==> src/rtl/uart_rx_frame.sv <==
// UART receive engine: start validation, data capture, parity and stop checks.
// Samples mid-bit on the oversampled baud tick and reports errored frames too.
module uart_rx_frame #(
    parameter int OVERSAMPLE = 16,
    parameter int DATA_BITS  = 8,
    parameter int PARITY     = 0,
    parameter int STOP_BITS  = 1
) (
    input  logic                 clk,
    input  logic                 reset,
    input  logic                 rx,
    input  logic                 tick,
    output logic [DATA_BITS-1:0] data_out,
    output logic                 valid,
    output logic                 parity_err,
    output logic                 frame_err,
    output logic                 busy
);

    localparam int TW = $clog2(OVERSAMPLE);
    localparam int BW = $clog2(DATA_BITS + 1);

    localparam logic [TW-1:0] MID_START = TW'(OVERSAMPLE / 2 - 1);
    localparam logic [TW-1:0] MID_BIT   = TW'(OVERSAMPLE - 1);
    localparam logic [BW-1:0] LAST_DATA = BW'(DATA_BITS - 1);
    localparam logic [BW-1:0] LAST_STOP = BW'(STOP_BITS - 1);

    typedef enum logic [2:0] {
        S_IDLE,
        S_START,
        S_DATA,
        S_PAR,
        S_STOP,
        S_WAIT_HIGH
    } state_e;

    state_e                 state_q;
    logic                   rx_meta_q;
    logic                   rx_s_q;
    logic                   rx_dly_q;
    logic [TW-1:0]          tick_cnt_q;
    logic [BW-1:0]          bit_cnt_q;
    logic [DATA_BITS-1:0]   shift_q;
    logic                   par_bad_q;
    logic                   fr_bad_q;

    logic mid_start;
    logic mid_bit;
    logic stop_bad;
    logic exp_par;

    always_ff @(posedge clk) begin
        if (reset) begin
            rx_meta_q <= 1'b1;
            rx_s_q    <= 1'b1;
            rx_dly_q  <= 1'b1;
        end else begin
            rx_meta_q <= rx;
            rx_s_q    <= rx_meta_q;
            rx_dly_q  <= rx_s_q;
        end
    end

    assign mid_start = tick && (tick_cnt_q == MID_START);
    assign mid_bit   = tick && (tick_cnt_q == MID_BIT);
    assign stop_bad  = fr_bad_q | ~rx_s_q;
    assign exp_par   = (PARITY == 1) ? ~(^shift_q) : (^shift_q);
    assign busy      = (state_q != S_IDLE);

    always_ff @(posedge clk) begin
        if (reset) begin
            state_q    <= S_IDLE;
            tick_cnt_q <= '0;
            bit_cnt_q  <= '0;
            shift_q    <= '0;
            par_bad_q  <= 1'b0;
            fr_bad_q   <= 1'b0;
            data_out   <= '0;
            valid      <= 1'b0;
            parity_err <= 1'b0;
            frame_err  <= 1'b0;
        end else begin
            valid <= 1'b0;
            if (tick && state_q != S_IDLE) begin
                tick_cnt_q <= tick_cnt_q + 1'b1;
            end
            unique case (state_q)
                S_IDLE: begin
                    if (rx_dly_q && !rx_s_q) begin
                        tick_cnt_q <= '0;
                        par_bad_q  <= 1'b0;
                        fr_bad_q   <= 1'b0;
                        state_q    <= S_START;
                    end
                end
                S_START: begin
                    if (mid_start) begin
                        if (rx_s_q) begin
                            state_q <= S_IDLE;
                        end else begin
                            tick_cnt_q <= '0;
                            bit_cnt_q  <= '0;
                            state_q    <= S_DATA;
                        end
                    end
                end
                S_DATA: begin
                    if (mid_bit) begin
                        tick_cnt_q <= '0;
                        shift_q    <= {rx_s_q, shift_q[DATA_BITS-1:1]};
                        if (bit_cnt_q == LAST_DATA) begin
                            bit_cnt_q <= '0;
                            state_q   <= (PARITY != 0) ? S_PAR : S_STOP;
                        end else begin
                            bit_cnt_q <= bit_cnt_q + 1'b1;
                        end
                    end
                end
                S_PAR: begin
                    if (mid_bit) begin
                        tick_cnt_q <= '0;
                        par_bad_q  <= rx_s_q ^ exp_par;
                        state_q    <= S_STOP;
                    end
                end
                S_STOP: begin
                    if (mid_bit) begin
                        tick_cnt_q <= '0;
                        fr_bad_q   <= stop_bad;
                        if (bit_cnt_q == LAST_STOP) begin
                            bit_cnt_q  <= '0;
                            data_out   <= shift_q;
                            parity_err <= (PARITY != 0) && par_bad_q;
                            frame_err  <= stop_bad;
                            valid      <= 1'b1;
                            // a low stop may be a break: wait for idle line
                            state_q    <= stop_bad ? S_WAIT_HIGH : S_IDLE;
                        end else begin
                            bit_cnt_q <= bit_cnt_q + 1'b1;
                        end
                    end
                end
                S_WAIT_HIGH: begin
                    if (rx_s_q) begin
                        state_q <= S_IDLE;
                    end
                end
                default: begin
                    state_q <= S_IDLE;
                end
            endcase
        end
    end

endmodule
==> config.mk <==
export PLATFORM = sky130hd
export DESIGN_NAME = uart_rx_frame
export DESIGN_NICKNAME = d
export VERILOG_FILES = /design/src/rtl/uart_rx_frame.sv
export SDC_FILE = /design/constraint.sdc
export NUM_CORES = 1
export LEC_CHECK = 0
export CAP_MARGIN = 0
export CELL_PAD_IN_SITES_DETAIL_PLACEMENT = 1
export CELL_PAD_IN_SITES_GLOBAL_PLACEMENT = 1
export CORE_ASPECT_RATIO = 1.1
export CORE_UTILIZATION = 50
export CTS_CLUSTER_SIZE = 14
export DETAILED_ROUTE_END_ITERATION = 8
export DONT_BUFFER_PORTS = 1
export PLACE_DENSITY = 0.9
export SETUP_SLACK_MARGIN = 0.3
export SLEW_MARGIN = 20
export SYNTH_ARGS = -nofsm -noshare
export SYNTH_HDL_FRONTEND = slang
export SYNTH_SLANG_ARGS = --single-unit
==> constraint.sdc <==
create_clock -name clk -period 5.3 [get_ports clk]
set_clock_uncertainty 0.2 [all_clocks]
set_input_delay 1.06 -clock clk [delete_from_list [all_inputs] [get_ports clk]]
set_output_delay 1.06 -clock clk [all_outputs]
set_load 0.03 [all_outputs]
==> results of run 1 <==
[power groups by stage]
stage,logic (mW),clock network [mW],registers [mW]
6_report,0.0637,0.200,0.266
3_5_place_dp,0.0627,0,0.271
4_1_cts,0.0636,0.204,0.265
5_1_grt,0.0704,0.213,0.267
3_3_place_gp,0.0605,0,0.270
2_1_floorplan,0.0707,0,0.260
[layer usage]
metal / vias up / part of all wire (%) / track usage [%] / wire [um]
met5: - / 0 / 0 / 0
met1: 666 / 44 / 25.9 / 1650
met3: 10 / 2.7 / 4.62 / 103
li1: 668 / - / - / -
met2: 24 / 51 / 41.0 / 1920
met4: 0 / 2.8 / 15.0 / 104
[sequential cells by signal (all words and copies together), names as in the netlist]
| signal | cells |
|---|---|
| data_out | 8 |
| state_q | 3 |
| rx_meta_q | 1 |
| tick_cnt_q | 4 |
| frame_err | 1 |
| shift_q | 8 |
| fr_bad_q | 1 |
| bit_cnt_q | 4 |
| rx_dly_q | 1 |
| valid | 1 |
| rx_s_q | 1 |
[logic make-up after synthesis]
group | synth area share [%]
compound gates | 18.6
xor+xnor | 1.64
fa+ha+maj | 2.34
buf+inv | 5.94
flops | 41.2
mux | 1.95
other cells | 0.234
simple gates | 28.0
[worst max-delay path by stage]
stage	from	endpoint	slack, ns	cells after the start
after detailed placement	tick	state_q[2]	2.41	4
after CTS	state_q[2]	busy	2.49	2
after global placement	tick	state_q[2]	2.55	4
after floorplan	tick	state_q[2]	2.82	5
after global routing	state_q[2]	busy	2.31	2
final	state_q[2]	busy	2.49	2
[critical path, stage by stage (launching register included)]
cell and delay (ns):
dfxtp_1 0.48, nor3_1 0.43, inv_1 0.29
[through the flow]
| step | total power, mW | area, um^2 | std cells | setup slack, ns | hold WS (ns) |
|---|---|---|---|---|---|
| 3_3_place_gp | 0.331 | 1580 | 215 | 2.55 | 0.194 |
| 2_1_floorplan | 0.331 | 1600 | 194 | 2.82 | 0.189 |
| 5_1_grt | 0.551 | 1660 | 223 | 2.31 | 0.252 |
| 4_1_cts | 0.533 | 1660 | 223 | 2.49 | 0.221 |
| 6_report | 0.530 | 1660 | 223 | 2.49 | 0.220 |
| 3_5_place_dp | 0.334 | 1580 | 215 | 2.41 | 0.196 |
[placed cells by master (no fill, tap or decap), drive strengths merged, types with 2 or more instances in the layout]
cell type	synthesis	final
dfxtp	33	33
nand2	29	29
a21oi	24	24
nand3	17	17
inv	8	8
nor2	8	8
clkbuf	7	7
nor3	5	5
o21ai	5	5
or2	4	4
nor2b	3	3
ha	3	3
nor3b	3	3
and3	2	2
nand3b	2	2
nand2b	2	2
or3	2	2
xor2	2	2
a211o	2	2
mux2i	2	2
or4	2	2
a2bb2oi	2	2
[final cells by class]
type / count / area, um^2 / area share, %
Clock buffer: 7 / 55.1 / 3.31
Multi-Input combinational cell: 140 / 846 / 50.8
Inverter: 8 / 30.0 / 1.80
Clock inverter: 1 / 30.0 / 1.80
Sequential cell: 33 / 661 / 39.7
Tap cell: 34 / 42.5 / 2.56
==> reports/qor.csv, run 1 <==
stage,metric,value,unit
run_status,status,"finished, final reports clean",
cells_and_area,layout cells sized above 1,8.99,%
synth,"count leader, synth",dfxtp_1,
worst_setup_path,Required @ worst endpoint,4.04,ns
hold_path,Hold Startpoint,rx_meta_q,
timing,"Hold Violations, Final",0,
worst_setup_path,Crit Reg-Reg Startpoint,tick_cnt_q[0],
synth,synth cell count leaders,"dfxtp_1, nand2_1, a21oi_1",
synth,Synth Flop Type,dfxtp_1,
drt,DRC Markers,0,
floorplan,Die Wd,56.0,um
clocking,clock buffer depth,2,
floorplan,Rows,21,
power_and_ir_drop,Peak VDD IR,0.187,mV
floorplan,Chip Height,61.4,um
synth,sequential area share after synthesis,41.3,%
worst_setup_path,CP max FO,12,
cells_and_area,area delta synth->final,3.91,%
power_and_ir_drop,Sw Share,26.5,%
worst_setup_path,nature of the critical path startpoint,flop,
hold_path,hold depth,1,
synth,Post-Synthesis Cells,194,
synth,Ys Warns,0,
cells_and_area,net count reported at finish,195,
drt,vias,1368,
grt,initial antenna violation count,0,
synth,share of synthesized registers carrying an async set or reset,0,%
timing,unrepaired setup endpoints after global routing,false,
clocking,CTS tree,yes,
power_and_ir_drop,Clk pwr share,37.8,%
worst_setup_path,crit path capture type,primary output,
power_and_ir_drop,Int Pwr,0.390,mW
hold_path,HP Class,reg -> reg,
drt,detail-routed via count per cell,6.13,
cells_and_area,final core utilization,54.6,%
power_and_ir_drop,combinational share of power,12.0,%
floorplan,CORE AREA,3050,um^2
synth,syn_nets,201,
worst_setup_path,flop-to-flop setup slack,2.72,ns
drt,First DRT Iteration DRCs,50,
timing,Max Freq,356,MHz
drt,Routed Antenna Nets,0,
synth,Netlist cell types,49,
timing,final setup fails,0,
synth,Synth Cell Area,1600,um^2
synth,Post-synth EDFFs,0,
power_and_ir_drop,sequential power share,50.2,%
placed_design,dpl hpwl,2.57,mm
floorplan,initial core utilization,52.5,%
clocking,cts repair resizes,0,
grt,number of global-route vias before repair,1257,
placed_design,GPL Wtd Cong,0.803,
timing,Tightest Pin Transition,0.610,ns
clocking,root buffer cell,clkbuf_4,
timing,Relative slew margins,59.0,%
grt,largest net degree at the start of global routing,35,
timing,Final Max Tran Viols,0,
power_and_ir_drop,Psw,0.140,mW
hold_path,WHS Endpoint,rx_s_q,
grt,first-pass GRT wire length,5.92,mm
flow_run,max cap viols,0,
timing,min Tclk post-route,2.81,ns
synth,post-synth top area cell,dfxtp_1,
worst_setup_path,RR Endpoint,state_q[2],
cells_and_area,fillers,382,
drt,final WL,3.77,mm
cells_and_area,# diodes,0,
clocking,H-tree depth,2,
grt,grt total ovfl,0,
clocking,Skew-Pair Late Insertion Delay,0.35,ns
placed_design,I/O Buffers,0,
timing,final setup TNS,0,ns
power_and_ir_drop,Power Density,319,nW/um^2
worst_setup_path,critical path class,reg -> out,
grt,gr usage total,23.1,%
floorplan,die area,3430,um^2
synth,share of the synthesized area in the top cell type,41.3,%
drt,TritonRoute pass-1 iters,4,
clocking,"Setup Fix Bufs, Post-CTS",0,
synth,"top cells by area, synth","dfxtp_1, a21oi_1, nand2_1",
synth,Seq cells post-synth,33,
drt,Wirelength per Cell,16.9,um
clocking,clock-pin slew on the worst setup and hold paths,0.10,ns
clocking,CTS buffer count,5,
clocking,CTS Sinks,33,
timing,final period utilization,53.0,%
floorplan,IO Pins,16,
clocking,number of hold buffers added after cts,0,
worst_setup_path,CP arrival,1.55,ns
synth,Mapped Avg Cell Area,8.26,um^2
power_and_ir_drop,Pleak,0.551,nW
worst_setup_path,Worst Reg-to-Reg Cells,5,
Power figures use the tool's default switching activity.
==> inputs of run 2 (changes only) <==
- ABC_AREA: default -> 1
- CORE_UTILIZATION: 50 -> 40
- PLACE_DENSITY: 0.9 -> 0.8
- clock period: 5.3 -> 2.5 ns (I/O delays scaled with it)
==> run 2 against run 1 <==
  * Non-clock buffer count unchanged
  * Setup slack got worse by 1.8 ns
  * Utilization fell by 7.9 points
  * Count of clock-buffer cells in the layout did not move
  * Cell area grew 4.3%
  * Global-route usage is 4.5 points lower
  * Sequential share of layout area fell by 1.6 points
  * Largest power group is now combinational logic
  * Critical endpoint is now shift_q[7]
  * Power rose to 3.7 times the previous value
  * Area after synthesis decreased by 0.63%
  * Via count rose by 0.29%
  * Register-to-register slack lost 2.1 ns
  * Wire length fell by 9.7%
==> reports/qor.csv, run 2 <==
stage,metric,value,unit,change
worst_setup_path,crit path capture type,flop,,was primary output
power_and_ir_drop,Sw Share,41.6,%,was 26.5%
synth,synth cell count leaders,"nand2_1, nor2_1, dfxtp_1",,"was dfxtp_1, nand2_1, a21oi_1"
cells_and_area,"Cell Count, Final, Fillers Out",281,,was 223
floorplan,Rows,23,,was 21
worst_setup_path,flop-to-flop setup slack,0.65,ns,was 2.72 ns
synth,Synth Flop Type,dfxtp_1,,unchanged
timing,final setup TNS,0,ns,unchanged
grt,gr usage total,18.6,%,was 23.1%
timing,unrepaired setup endpoints after global routing,false,,unchanged
grt,number of global-route vias before repair,1396,,"was 1,257"
cells_and_area,net count reported at finish,237,,was 195
grt,grt total ovfl,0,,unchanged
cells_and_area,layout cells sized above 1,10.4,%,was 8.99%
drt,final WL,3.41,mm,was 3.77 mm
drt,First DRT Iteration DRCs,34,,was 50
clocking,H-tree depth,2,,unchanged
timing,final setup fails,0,,unchanged
grt,largest net degree at the start of global routing,25,,was 35
synth,"top cells by area, synth","dfxtp_1, nand2_1, nor2_1",,"was dfxtp_1, a21oi_1, nand2_1"
timing,Final Max Tran Viols,0,,unchanged
timing,Tightest Pin Transition,0.635,ns,was 0.610 ns
synth,Ys Warns,0,,unchanged
worst_setup_path,CP max FO,9,,was 12
hold_path,HP Class,in -> reg,,was reg -> reg
floorplan,initial core utilization,42.9,%,was 52.5%
timing,Relative slew margins,57.6,%,was 59.0%
grt,initial antenna violation count,0,,unchanged
synth,Post-synth EDFFs,0,,unchanged
power_and_ir_drop,Psw,0.824,mW,was 0.140 mW
cells_and_area,"most common cell after layout, fill and taps aside",nand2_1,,was dfxtp_1
synth,"count leader, synth",nand2_1,,was dfxtp_1
grt,first-pass GRT wire length,6.11,mm,was 5.92 mm
synth,sequential area share after synthesis,41.5,%,was 41.3%
placed_design,GPL Wtd Cong,0.795,,was 0.803
power_and_ir_drop,Clk pwr share,26.1,%,was 37.8%
timing,Max Freq,541,MHz,
power_and_ir_drop,Power Density,1140,nW/um^2,was 319 nW/um^2
drt,Routed Antenna Nets,0,,unchanged
synth,Seq cells post-synth,33,,unchanged
worst_setup_path,slowest library cell on the worst path,dfxtp_1,,unchanged
clocking,number of hold buffers added after cts,0,,unchanged
timing,final period utilization,73.9,%,
placed_design,Area after DPL,1620,um^2,was 1580 um^2
floorplan,Die Wd,62.1,um,was 56.0 um
timing,min Tclk post-route,1.85,ns,
floorplan,die area,4240,um^2,was 3430 um^2
cells_and_area,most frequent cells in the layout,"nand2_1, nor2_1, dfxtp_1",,"was dfxtp_1, nand2_1, a21oi_1"
power_and_ir_drop,sequential power share,33.0,%,was 50.2%
drt,vias,1372,,"was 1,368"
synth,post-synth top area cell,dfxtp_1,,unchanged
placed_design,placed insts,273,,was 215
power_and_ir_drop,Peak VDD IR,0.460,mV,was 0.187 mV
worst_setup_path,critical path class,reg -> reg,,was reg -> out
worst_setup_path,"Cell Chain, Critical Path",ha_1 > nand3_1 > nor2_4 > nand2_1 > inv_2 > o21ai_0 > a21oi_1,,was nor3_1 > inv_1
cells_and_area,# diodes,0,,unchanged
run_status,status,"finished, final reports clean",,unchanged
worst_setup_path,Required @ worst endpoint,2.51,ns,was 4.04 ns
synth,syn_nets,235,,was 201
placed_design,I/O Buffers,0,,unchanged
clocking,CTS Sinks,33,,unchanged
clocking,CTS buffer count,5,,unchanged
drt,detail-routed via count per cell,4.88,,was 6.13
synth,Synth Cell Area,1590,um^2,was 1600 um^2
drt,DRC Markers,0,,unchanged
power_and_ir_drop,Pleak,0.748,nW,was 0.551 nW
worst_setup_path,CP arrival,1.86,ns,was 1.55 ns
synth,Netlist cell types,26,,was 49
worst_setup_path,nature of the critical path startpoint,flop,,unchanged
drt,TritonRoute pass-1 iters,4,,unchanged
worst_setup_path,Worst Path Buf+Inv,1,,unchanged
clocking,clock buffer depth,2,,unchanged
floorplan,Chip Height,68.2,um,was 61.4 um
flow_run,max cap viols,0,,unchanged
worst_setup_path,"delay-heaviest family, CP",simple AND/OR/NAND/NOR gates,,was flip-flops
floorplan,IO Pins,16,,unchanged
synth,Mapped Avg Cell Area,6.98,um^2,was 8.26 um^2
cells_and_area,final instance area,1740,um^2,was 1660 um^2
clocking,root buffer cell,clkbuf_8,,was clkbuf_4
worst_setup_path,critical path's largest stage delay,0.39,ns,was 0.48 ns
floorplan,CORE AREA,3710,um^2,was 3050 um^2
power_and_ir_drop,Int Pwr,1.16,mW,was 0.390 mW
synth,share of the synthesized area in the top cell type,41.5,%,was 41.3%
drt,Wirelength per Cell,12.1,um,was 16.9 um
cells_and_area,biggest regs,"data_out (8), shift_q (8)",,unchanged
clocking,CTS tree,yes,,unchanged
placed_design,dpl hpwl,2.50,mm,was 2.57 mm
clocking,clock-pin slew on the worst setup and hold paths,0.07,ns,was 0.10 ns
cells_and_area,area delta synth->final,9.04,%,was 3.91%
synth,share of synthesized registers carrying an async set or reset,0,%,unchanged
power_and_ir_drop,combinational share of power,40.9,%,was 12.0%
clocking,"Setup Fix Bufs, Post-CTS",0,,unchanged
timing,worst hold margin,0.0805,ns,was 0.220 ns
clocking,cts repair resizes,0,,unchanged
clocking,Skew-Pair Late Insertion Delay,0.28,ns,was 0.35 ns
cells_and_area,fillers,494,,was 382
timing,"Hold Violations, Final",0,,unchanged
synth,Post-Synthesis Cells,228,,was 194
[run 2: kinds of logic (layout without fill, tap and decap cells)]
kind of cell | after synthesis | after routing | share of synthesized area, %
buf+inv | 35 | 38 | 9.28
fa+ha+maj | 3 | 3 | 2.36
mux | 1 | 1 | 0.629
xor+xnor | 2 | 2 | 1.10
compound gates | 40 | 40 | 12.7
flops | 33 | 33 | 41.5
simple gates | 113 | 113 | 32.2
other cells | 1 | 1 | 0.236
[run 2: routing by layer]
layer / vias to the layer above / track usage [%] / routed length [um]
met4: 0 / 8.72 / 65
li1: 722 / - / -
met2: 15 / 32.4 / 1620
met1: 629 / 21.6 / 1620
met5: - / 0 / 0
met3: 6 / 5.00 / 103
[run 2: final cells by class]
class	count	area (um^2)	share of cell area, %
clock inverter	1	30.0	1.73
inverter	30	113	6.49
tap	50	62.6	3.60
sequential	33	661	38.1
clock buffer	7	86.3	4.97
multi-input combinational	160	783	45.1
[run 2: worst paths after layout]
| check | cells after the start | end | from |
|---|---|---|---|
| max | 7 | shift_q[7] | tick_cnt_q[0] |
| min | 1 | bit_cnt_q[2] | reset |
| max reg2reg | 7 | shift_q[7] | tick_cnt_q[0] |
| min reg2reg | 1 | rx_s_q | rx_meta_q |
[run 2: power groups by stage]
stage               sequential, mW  combinational [mW]  clock (mW)
floorplan                    0.634               0.686           0
global placement             0.664               0.800           0
detailed placement           0.666               0.817           0
CTS                          0.654               0.824       0.537
global route                 0.664               0.940       0.556
finish                       0.654               0.811       0.517
[run 2: per-stage QoR]
step	total power, mW	setup WS, ns	util [%]
after detailed placement	1.48	0.659	43.6
after CTS	2.02	0.646	46.7
after floorplan	1.32	0.901	-
after global routing	2.16	0.438	46.7
final	1.98	0.652	46.7
after global placement	1.46	0.720	43.6
